### config.mk
export PLATFORM = sky130hd
export DESIGN_NAME = btb_assoc_flat
export DESIGN_NICKNAME = d
export VERILOG_FILES = /design/src/rtl/btb_assoc_pkg.sv /design/src/rtl/btb_assoc_if.sv /design/src/rtl/btb_assoc_plru.sv /design/src/rtl/btb_assoc.sv /design/src/flat_wrapper.sv
export SDC_FILE = /design/constraint.sdc
export NUM_CORES = 2
export LEC_CHECK = 0
export ABC_AREA = 1
export BUFFER_PORTS_ARGS = -buffer_cell sky130_fd_sc_hd__buf_2
export CORE_MARGIN = 2
export CORE_UTILIZATION = 61
export DETAILED_ROUTE_END_ITERATION = 8
export PLACE_DENSITY_LB_ADDON = 0.15
export SLEW_MARGIN = 20
export SYNTH_ARGS = -nofsm -noshare
export SYNTH_HDL_FRONTEND = slang
export SYNTH_SLANG_ARGS = --single-unit
### constraint.sdc
create_clock -name clk -period 22.3 [get_ports clk]
set_input_delay 4.46 -clock clk [delete_from_list [all_inputs] [get_ports clk]]
set_output_delay 4.46 -clock clk [all_outputs]
set_load 0.01 [all_outputs]
### src/rtl/btb_assoc_pkg.sv
// rv32i_types: shared fetch-stage types for the branch target buffer.
//   btb_entry_t : one BTB way (valid, tag, target). The tag field is sized for
//                 the smallest legal index (S_INDEX=1 gives a WIDTH-3 bit tag),
//                 so narrower tags are stored zero-extended.
//   btb_state_t : BTB control FSM states.
package rv32i_types;

    localparam int unsigned BTB_XLEN  = 32;
    localparam int unsigned BTB_TAG_W = BTB_XLEN - 3;

    typedef struct packed {
        logic                 valid;
        logic [BTB_TAG_W-1:0] tag;
        logic [BTB_XLEN-1:0]  target;
    } btb_entry_t;

    typedef enum logic {
        BTB_IDLE  = 1'b0,
        BTB_FLUSH = 1'b1
    } btb_state_t;

endpackage

### src/rtl/btb_assoc_if.sv
// btb_assoc_if: fetch/resolve-side bundle of the branch target buffer.
//   flush, busy                        : invalidation sweep request / in-progress
//   lookup_en, lookup_pc               : fetch lookup request
//   hit, hit_target                    : lookup response (combinational)
//   upd_en, upd_pc, upd_target         : resolved-taken-branch write
// master = fetch/resolve pipeline side, slave = BTB.
interface btb_assoc_if #(
    parameter int unsigned WIDTH = 32
);
    logic             flush;
    logic             busy;
    logic             lookup_en;
    logic [WIDTH-1:0] lookup_pc;
    logic             hit;
    logic [WIDTH-1:0] hit_target;
    logic             upd_en;
    logic [WIDTH-1:0] upd_pc;
    logic [WIDTH-1:0] upd_target;

    modport master (
        output flush, lookup_en, lookup_pc, upd_en, upd_pc, upd_target,
        input  busy, hit, hit_target
    );

    modport slave (
        input  flush, lookup_en, lookup_pc, upd_en, upd_pc, upd_target,
        output busy, hit, hit_target
    );
endinterface

### src/rtl/btb_assoc_plru.sv
// btb_plru: tree pseudo-LRU for one set (WAYS = 1, 2 or 4).
//   bits_i   : current PLRU bits of the set
//   touch_i  : way being touched
//   bits_o   : PLRU bits after the touch
//   victim_o : replacement way derived from bits_i
// Each tree bit points toward the less recently used half; a touch points
// the bits on its path away from the touched way.
module btb_plru #(
    parameter  int unsigned WAYS   = 2,
    localparam int unsigned BITS_W = (WAYS > 1) ? WAYS - 1 : 1,
    localparam int unsigned WAY_W  = (WAYS > 1) ? $clog2(WAYS) : 1
) (
    input  logic [BITS_W-1:0] bits_i,
    input  logic [WAY_W-1:0]  touch_i,
    output logic [BITS_W-1:0] bits_o,
    output logic [WAY_W-1:0]  victim_o
);

    generate
        if (WAYS == 4) begin : g_w4
            // bit0 selects the pair, bit1 the way in pair {0,1}, bit2 in {2,3}
            always_comb begin
                bits_o    = bits_i;
                bits_o[0] = ~touch_i[1];
                if (touch_i[1]) begin
                    bits_o[2] = ~touch_i[0];
                end else begin
                    bits_o[1] = ~touch_i[0];
                end
                victim_o = bits_i[0] ? {1'b1, bits_i[2]} : {1'b0, bits_i[1]};
            end
        end else if (WAYS == 2) begin : g_w2
            assign bits_o   = ~touch_i;
            assign victim_o = bits_i;
        end else begin : g_w1
            logic unused_touch;
            assign unused_touch = touch_i[0];
            assign bits_o       = bits_i;
            assign victim_o     = '0;
        end
    endgenerate

endmodule

### src/rtl/btb_assoc.sv
// btb_assoc: set-associative branch target buffer for the fetch stage.
//   clk, rst : clock, synchronous active-high reset
//   bus      : btb_assoc_if.slave (flush/busy, lookup, update)
// Tagged, valid-qualified ways with tree PLRU replacement; flush sweeps one
// set per cycle. Optional macro BTB_BYPASS_EN forwards a same-cycle update
// matching the lookup PC onto the lookup response.
module btb_assoc
    import rv32i_types::*;
#(
    parameter int unsigned S_INDEX = 3,
    parameter int unsigned WAYS    = 2,
    parameter int unsigned WIDTH   = 32
) (
    input  logic        clk,
    input  logic        rst,
    btb_assoc_if.slave  bus
);

    localparam int unsigned SETS   = 2 ** S_INDEX;
    localparam int unsigned PLRU_W = (WAYS > 1) ? WAYS - 1 : 1;
    localparam int unsigned WAY_W  = (WAYS > 1) ? $clog2(WAYS) : 1;

    btb_entry_t         mem_q  [SETS][WAYS];
    btb_entry_t         mem_d  [SETS][WAYS];
    logic [PLRU_W-1:0]  plru_q [SETS];
    logic [PLRU_W-1:0]  plru_d [SETS];
    btb_state_t         state_q, state_d;
    logic [S_INDEX-1:0] cnt_q, cnt_d;

    logic                 idle;
    logic [S_INDEX-1:0]   lk_idx, up_idx;
    logic [BTB_TAG_W-1:0] lk_tag, up_tag;
    logic                 unused_pc_lsbs;

    assign idle   = (state_q == BTB_IDLE);
    assign lk_idx = bus.lookup_pc[S_INDEX+1:2];
    assign up_idx = bus.upd_pc[S_INDEX+1:2];
    assign lk_tag = BTB_TAG_W'(bus.lookup_pc[WIDTH-1:S_INDEX+2]);
    assign up_tag = BTB_TAG_W'(bus.upd_pc[WIDTH-1:S_INDEX+2]);
    assign unused_pc_lsbs = ^{bus.lookup_pc[1:0], bus.upd_pc[1:0]};

    // Lookup against stored state
    logic             lk_match, lk_hit;
    logic [WAY_W-1:0] lk_way;
    logic [WIDTH-1:0] lk_target;

    always_comb begin
        lk_match  = 1'b0;
        lk_way    = '0;
        lk_target = '0;
        for (int unsigned w = 0; w < WAYS; w++) begin
            if (mem_q[lk_idx][w].valid && mem_q[lk_idx][w].tag == lk_tag) begin
                lk_match = 1'b1;
                lk_way   = WAY_W'(w);
            end
        end
        lk_hit = bus.lookup_en && idle && lk_match;
        if (lk_hit) begin
            lk_target = mem_q[lk_idx][lk_way].target[WIDTH-1:0];
        end
    end

    // Update way selection: matching way, else lowest invalid, else PLRU victim
    logic             up_wr, up_match, up_free;
    logic [WAY_W-1:0] up_match_way, up_free_way, up_way, up_victim;

    assign up_wr = bus.upd_en && idle;

    always_comb begin
        up_match     = 1'b0;
        up_free      = 1'b0;
        up_match_way = '0;
        up_free_way  = '0;
        for (int unsigned w = 0; w < WAYS; w++) begin
            if (mem_q[up_idx][w].valid && mem_q[up_idx][w].tag == up_tag) begin
                up_match     = 1'b1;
                up_match_way = WAY_W'(w);
            end
            if (!mem_q[up_idx][w].valid && !up_free) begin
                up_free     = 1'b1;
                up_free_way = WAY_W'(w);
            end
        end
        up_way = up_match ? up_match_way : (up_free ? up_free_way : up_victim);
    end

    // The update touch starts from the lookup-touched bits when both hit the
    // same set, so the update touch wins on shared tree bits.
    logic [PLRU_W-1:0] lk_plru_nxt, up_plru_base, up_plru_nxt;
    logic [WAY_W-1:0]  lk_victim_unused;

    btb_plru #(.WAYS(WAYS)) u_plru_lk (
        .bits_i   (plru_q[lk_idx]),
        .touch_i  (lk_way),
        .bits_o   (lk_plru_nxt),
        .victim_o (lk_victim_unused)
    );

    assign up_plru_base = (lk_hit && lk_idx == up_idx) ? lk_plru_nxt : plru_q[up_idx];

    btb_plru #(.WAYS(WAYS)) u_plru_up (
        .bits_i   (up_plru_base),
        .touch_i  (up_way),
        .bits_o   (up_plru_nxt),
        .victim_o (up_victim)
    );

    always_comb begin
        mem_d   = mem_q;
        plru_d  = plru_q;
        state_d = state_q;
        cnt_d   = cnt_q;
        case (state_q)
            BTB_IDLE: begin
                if (bus.flush) begin
                    state_d = BTB_FLUSH;
                    cnt_d   = '0;
                end
                if (lk_hit) begin
                    plru_d[lk_idx] = lk_plru_nxt;
                end
                if (up_wr) begin
                    mem_d[up_idx][up_way].valid  = 1'b1;
                    mem_d[up_idx][up_way].tag    = up_tag;
                    mem_d[up_idx][up_way].target = BTB_XLEN'(bus.upd_target);
                    plru_d[up_idx]               = up_plru_nxt;
                end
            end
            BTB_FLUSH: begin
                for (int unsigned w = 0; w < WAYS; w++) begin
                    mem_d[cnt_q][w].valid = 1'b0;
                end
                plru_d[cnt_q] = '0;
                cnt_d         = cnt_q + 1'b1;
                if (cnt_q == '1) begin
                    state_d = BTB_IDLE;
                end
            end
            default: state_d = BTB_IDLE;
        endcase
    end

    always_ff @(posedge clk) begin
        if (rst) begin
            state_q <= BTB_IDLE;
            cnt_q   <= '0;
            for (int unsigned s = 0; s < SETS; s++) begin
                plru_q[s] <= '0;
                for (int unsigned w = 0; w < WAYS; w++) begin
                    mem_q[s][w].valid <= 1'b0;
                end
            end
        end else begin
            state_q <= state_d;
            cnt_q   <= cnt_d;
            mem_q   <= mem_d;
            plru_q  <= plru_d;
        end
    end

    logic             hit_o;
    logic [WIDTH-1:0] hit_target_o;

    always_comb begin
        hit_o        = lk_hit;
        hit_target_o = lk_target;
`ifdef BTB_BYPASS_EN
        if (bus.lookup_en && up_wr && lk_idx == up_idx && lk_tag == up_tag) begin
            hit_o        = 1'b1;
            hit_target_o = bus.upd_target;
        end
`else
`endif
    end

    assign bus.hit        = hit_o;
    assign bus.hit_target = hit_target_o;
    assign bus.busy       = (state_q == BTB_FLUSH);

endmodule

### src/flat_wrapper.sv
// flat-port wrapper written by rule: the top's interface ports become plain ports
module btb_assoc_flat import rv32i_types::*;
#(
    parameter int unsigned S_INDEX = 3,
    parameter int unsigned WAYS    = 2,
    parameter int unsigned WIDTH   = 32
)
  (clk, rst, bus_flush, bus_lookup_en, bus_lookup_pc, bus_upd_en, bus_upd_pc, bus_upd_target, bus_busy, bus_hit, bus_hit_target);
  btb_assoc_if #(.WIDTH(WIDTH)) bus_i ();
  input  logic clk;
  input  logic rst;
  input wire logic [$bits(bus_i.flush)-1:0] bus_flush;
  input wire logic [$bits(bus_i.lookup_en)-1:0] bus_lookup_en;
  input wire logic [$bits(bus_i.lookup_pc)-1:0] bus_lookup_pc;
  input wire logic [$bits(bus_i.upd_en)-1:0] bus_upd_en;
  input wire logic [$bits(bus_i.upd_pc)-1:0] bus_upd_pc;
  input wire logic [$bits(bus_i.upd_target)-1:0] bus_upd_target;
  output wire logic [$bits(bus_i.busy)-1:0] bus_busy;
  output wire logic [$bits(bus_i.hit)-1:0] bus_hit;
  output wire logic [$bits(bus_i.hit_target)-1:0] bus_hit_target;
  assign bus_i.flush = bus_flush;
  assign bus_i.lookup_en = bus_lookup_en;
  assign bus_i.lookup_pc = bus_lookup_pc;
  assign bus_i.upd_en = bus_upd_en;
  assign bus_i.upd_pc = bus_upd_pc;
  assign bus_i.upd_target = bus_upd_target;
  assign bus_busy = bus_i.busy;
  assign bus_hit = bus_i.hit;
  assign bus_hit_target = bus_i.hit_target;
  btb_assoc #(.S_INDEX(S_INDEX), .WAYS(WAYS), .WIDTH(WIDTH)) u_core (.clk(clk), .rst(rst), .bus(bus_i));
endmodule
# Word level (Yosys, flattened, before mapping)
# Index checks and enable logic that the tools add are counted.
[word_totals] register_bits=1004 output_inout_bits=34 in_bits=101 wordCells=167
[op_classes] reduce_logical=15 addsub=1 mux=65 magnitude_cmp=9 eq_ne=8 bitwise=11
[ops] cell="$bwmux 992" count=5
[ops] cell="$pmux 992 s2" count=1
[ops] cell="$demux 124 s3" count=5
[ops] cell="$mux 124" count=8
[ops] cell="$mux 992" count=1
[ops] cell="$bmux 124 s3" count=2
[ops] cell="$demux 62 s1" count=3
[ops] cell="$mux 32" count=5
[ops] cell="$mux 62" count=2
[ops] cell="$eq 29x27->1" count=4
[ops] cell="$mux 61" count=1
[ops] cell="$mux 8" count=3
[ops] cell="$mux 1" count=19
[ops] cell="$bwmux 8" count=2
[ops] cell="$pmux 8 s2" count=1
[ops] cell="$logic_and 1x1->1" count=13
[ops] cell="$ge 4x4->1 const B" count=3
[ops] cell="$lt 4x1->1 const B" count=3
[ops] cell="$not 3->4" count=3
[ops] cell="$demux 1 s3" count=3
[ops] cell="$and 8x8->8" count=1
[ops] cell="$not 8->8" count=1
[ops] cell="$pmux 3 s2" count=1
[ops] cell="$ge 2x2->1 const B" count=2
[ops] cell="other kinds (12)" count=17

# Logic depth before layout (Yosys ltp)
[depth] word_depth=25 mapped_depth=30 mapped_depth_nobuf=25

# Cells and area by module
# Synthesis repeated with hierarchy kept, for this count alone.
[hier_totals] hier_cells=5754 area_unflattened_um2=49383.6
[modules_own_cells] module="btb_assoc" seq_area_each_um2=28907.7 cells_each=5750 area_per_inst_um2=49361.1 n_inst=1
[modules_own_cells] module="btb_plru" seq_area_each_um2=0.0 cells_each=2 area_per_inst_um2=11.3 n_inst=2

# Worst setup path after synthesis
# OpenSTA, ideal clock, no wires.
[synth_timing] path_kind="input to register" startpoint="input port bus_upd_pc[4]" endpoint="register u_core.mem_q[0] (netlist bit), enable pin" arrival_time_ps=12079 path_slack_ps=9600 path_buffers=5 cell_stages=17 path_cell_list="buf_2 nand3_1 buf_2 buf_2 nor2_1 a221oi_1 nand4_1 nand2_1 o21ai_0 nand3b_1 nor2_1 nand3_2 nand2_2 buf_6 buf_4 inv_1 nor4_1"
[synth_rtl] element="from (decl)" line="flat_wrapper.sv:16" source="input wire logic [$bits(bus_i.upd_pc)-1:0] bus_upd_pc;"
[synth_rtl] element="to (signal assigned)" line="btb_assoc.sv:156" source="mem_q <= mem_d;"
[synth_rtl] element="to (decl)" line="btb_assoc.sv:23" source="btb_entry_t mem_q [SETS][WAYS];"

# Worst setup path after layout
[layout_timing] startpoint="input port bus_lookup_pc[2]" endpoint="output port bus_hit_target[11]"
[layout_between] elab_chain_len=12 word_cells_on_any_way=17 classes_between="eq/ne: 2; mux: 10; bitwise: 2; reduce/logical: 3"
[layout_rtl] element="from (decl)" line="flat_wrapper.sv:14" source="input wire logic [$bits(bus_i.lookup_pc)-1:0] bus_lookup_pc;"
[layout_rtl] element="$not 3->4 (not written as such) (*)" line="btb_assoc.sv:52, btb_assoc.sv:59"
[layout_rtl] element="$bmux 124 s3 (*)" line="btb_assoc.sv:52, btb_assoc.sv:59"
[layout_rtl] element="$mux 124 (not written as such) (*) (2 in a row)" line="btb_assoc.sv:52" source="if (mem_q[lk_idx][w].valid && mem_q[lk_idx][w].tag == lk_tag) begin"
[layout_rtl] element="$eq 29x27->1" line="btb_assoc.sv:52"
[layout_rtl] element="$logic_and 1x1->1" line="btb_assoc.sv:52"
[layout_rtl] element="$mux 1" line="btb_assoc.sv:52"
[layout_rtl] element="$not 1->2 (not written as such)" line="btb_assoc.sv:59" source="lk_target = mem_q[lk_idx][lk_way].target[WIDTH-1:0];"
[layout_rtl] element="$mux 32 (not written as such) (3 in a row)" line="btb_assoc.sv:59"
[layout_rtl] element="$mux 32 (*)" line="btb_assoc.sv:58" source="if (lk_hit) begin"
[layout_rtl] element="to (decl)" line="flat_wrapper.sv:20" source="output wire logic [$bits(bus_i.hit_target)-1:0] bus_hit_target;"
# Every way passes the cells marked *; elsewhere a longest branch is shown, timed or not. The select of a mux whose other input is x is not followed.

==> impl_metrics.json <==
{
  "worstMarginPinSlew_ns": 1.25,
  "die_y_um": 283,
  "dp_slack_ns": 7.95,
  "syn_avg_cell_area_um2": 9.31,
  "fp.dieW_um": 283,
  "arrival_ns": 10.16,
  "grt_pass1_vias": 37018,
  "end_kind": "output pin",
  "grt_usage_pct": 39.8,
  "stdcell_count": 6199,
  "hp-class": "flop to flop",
  "initial_utilization_pct": 61.6,
  "max_freq_mhz": 68.4,
  "cts_setup_buffers": 0,
  "ant_nets": 0,
  "syn_inst": 5118,
  "rows": 102,
  "rsz0062_at_grt": "no",
  "period_share_pct": 65.6,
  "clock_sinks": 972,
  "relSlewSlack_pct": 16.7,
  "cts_hold_buf": 0,
  "crit_top_cell": "nand2_1",
  "hold_viol_final": 0,
  "leakagePower_uw": 0.0212,
  "totalWireLength_um": 163000,
  "crit_fanout": 95,
  "placed_cell_area_um2": 48700,
  "hold_ws_ns": 0.470,
  "status": "finished, final reports clean",
  "start_kind": "input port",
  "vdd_drop_max_mv": 0.0676,
  "period_minus_slack_ns": 14.62,
  "slew_violations": 0,
  "max_cap_violations": 0,
  "crit_required_ns": 17.84,
  "skew_ns": 0.0335,
  "path_cells": "clkbuf_8 -> buf_4 -> buf_4 -> nand2_1 -> o211ai_1 -> nand2_1 -> o21ai_0 -> nand2_1 -> nand2_1 -> nor2_1 -> nand2_1 -> nor2_1 -> nand2_2 -> buf_4 -> clkinv_1 -> buf_4 -> o41ai_1 -> nand2_1 -> nor2_1 -> buf_2",
  "ys_ff_latch": 972,
  "drc": 0,
  "vias_per_cell": 6.32,
  "synthAdderAreaFrac_pct": 0.0525,
  "post_cts_resized": 0,
  "setup_viol": 0,
  "synth_compound_area_share_pct": 9.48,
  "grt_overflow": 0,
  "cts-htree-levels": 3,
  "synthArstFlopShare_pct": 0,
  "num_vias": 39195,
  "synthSimpleGateAreaFrac_pct": 21.4,
  "cts_tree": "yes",
  "slowest_delay_ns": 0.72,
  "syn_area_um2": 47700,
  "fillerInstances": 6053,
  "cts_root_buf": "clkbuf_16",
  "tns_ns": 0,
  "synth_edf_count": 944,
  "routabilityCongestion": 0.982,
  "final_common_cell": "nor2_1",
  "fin_nets": 5180,
  "io_buffers": 130,
  "criticalPathCategory": "input port to output pin",
  "synth_warnings": 0,
  "grt_pass1_wl_um": 235000,
  "ys.flop_type": "edfxtp_1",
  "clock_latency_ns": 0.68,
  "slowest_stage": "buf_4",
  "clkTransAtPathRegs_ns": 0.06,
  "fin_ws_ns": 7.68,
  "drive_gt1_share_pct": 8.98,
  "drtIter0Drc": 6405,
  "syn-num-nets": 5221,
  "synth_top_family_by_area": "simple AND/OR/NAND/NOR gates",
  "power_density_nw_per_um2": 75.1,
  "dpl.hpwl_um": 86000,
  "pin_count": 135,
  "dieArea_um2": 80400,
  "wl_per_cell_um": 26.2,
  "grt_antenna_before_repair": 5,
  "drt-pass1-iter-count": 7,
  "dp.cells": 6015,
  "syn_to_final_growth_pct": 8.56,
  "core_area_um2": 77300,
  "ys_seq_area_share_pct": 60.7,
  "final_cell_area_um2": 51700,
  "muxShareOfSynthArea_pct": 0,
  "synth_cell_type_count": 48,
  "final_cell_mix": "nor2_1, nand2_1, edfxtp_1",
  "numCtsBuffers": 99,
  "synthXorXnorAreaFrac_pct": 0.607,
  "grt_start_max_net_pins": 96,
  "clockBufferDepth": 3
}
[power breakdown]
part           switching, uW  leakage, uW  total (uW)  internal [uW]
clock                    709      0.00146        1560            855
sequential              4.89      0.00950        2000           2000
combinational            247       0.0102         321           74.5
total                    960       0.0212        3890           2930
[metrics by stage]
| step | utilization, % | total power [uW] |
|---|---|---|
| after floorplan | - | 2230 |
| after global placement | 62.9 | 2340 |
| after detailed placement | 63.0 | 2350 |
| after CTS | 66.8 | 3870 |
| after global routing | 66.9 | 3970 |
| final | 66.9 | 3890 |
[synth_stat cells (30+ instances only)]
cell / n / area, um^2
o211ai_1: 47 / 353
nand3_1: 204 / 1020
edfxtp_1: 944 / 28300
xor2_1: 33 / 289
o41ai_1: 61 / 534
nand2_1: 954 / 3580
a21oi_1: 38 / 190
nor2_1: 1236 / 4640
clkbuf_1: 173 / 649
buf_2: 128 / 641
a221oi_1: 30 / 263
o21ai_0: 119 / 596
o22ai_1: 338 / 2110
inv_1: 480 / 1800
[kinds of logic (layout without fill, tap and decap cells)]
group / count (synthesis) / in the layout
buffers and inverters: 877 / 914
XOR/XNOR: 33 / 33
AO/OA/AOI/OAI: 698 / 698
AND/OR/NAND/NOR: 2536 / 2536
adder cells (fa/ha/maj): 2 / 2
flip-flops: 972 / 972
other: 0 / 4
[sequential cells by signal, indices dropped and copies added, names as in the netlist]
signal / count
u_core.mem_q: 960
u_core.plru_q: 8
u_core.cnt_q: 3
u_core.bus.busy: 1
[per-layer routing]
layer	share of wire, %	up-vias	wire length [um]	GRT usage, %
met4	6.6	4	10700	24.4
met5	0.016	-	26	0
met1	35	18209	56800	51.5
met3	13	684	21800	8.05
met2	45	3160	73300	62.1
li1	-	17138	-	-
[layout make-up]
cell class | instances | area (um^2) | share of cell area (%)
tap | 1040 | 1300 | 2.52
clock buffer | 127 | 2630 | 5.07
inverter | 526 | 2010 | 3.88
timing repair buffer | 209 | 1280 | 2.48
multi-input combinational | 3269 | 15200 | 29.4
sequential | 972 | 28900 | 55.9
antenna | 4 | 10.0 | 0.0193
clock inverter | 52 | 372 | 0.718
[worst max-delay path, delay by kind of cell]
kind	cells	cell delay [ns]
AO/OA/AOI/OAI	3	0.42
AND/OR/NAND/NOR	10	1.24
buffers and inverters	7	3.79
[worst paths after layout]
check                                       start            endpoint  slack (ns)  depth (start not counted)
worst max-delay path             bus_lookup_pc[2]  bus_hit_target[11]        7.68                         20
worst min-delay path             u_core.plru_q[7]    u_core.plru_q[7]        0.47                          2
worst max register to register  u_core.mem_q[778]   u_core.mem_q[542]       16.43                         22
worst min register to register   u_core.plru_q[7]    u_core.plru_q[7]        0.47                          2
(Power assumes the default switching activity.)
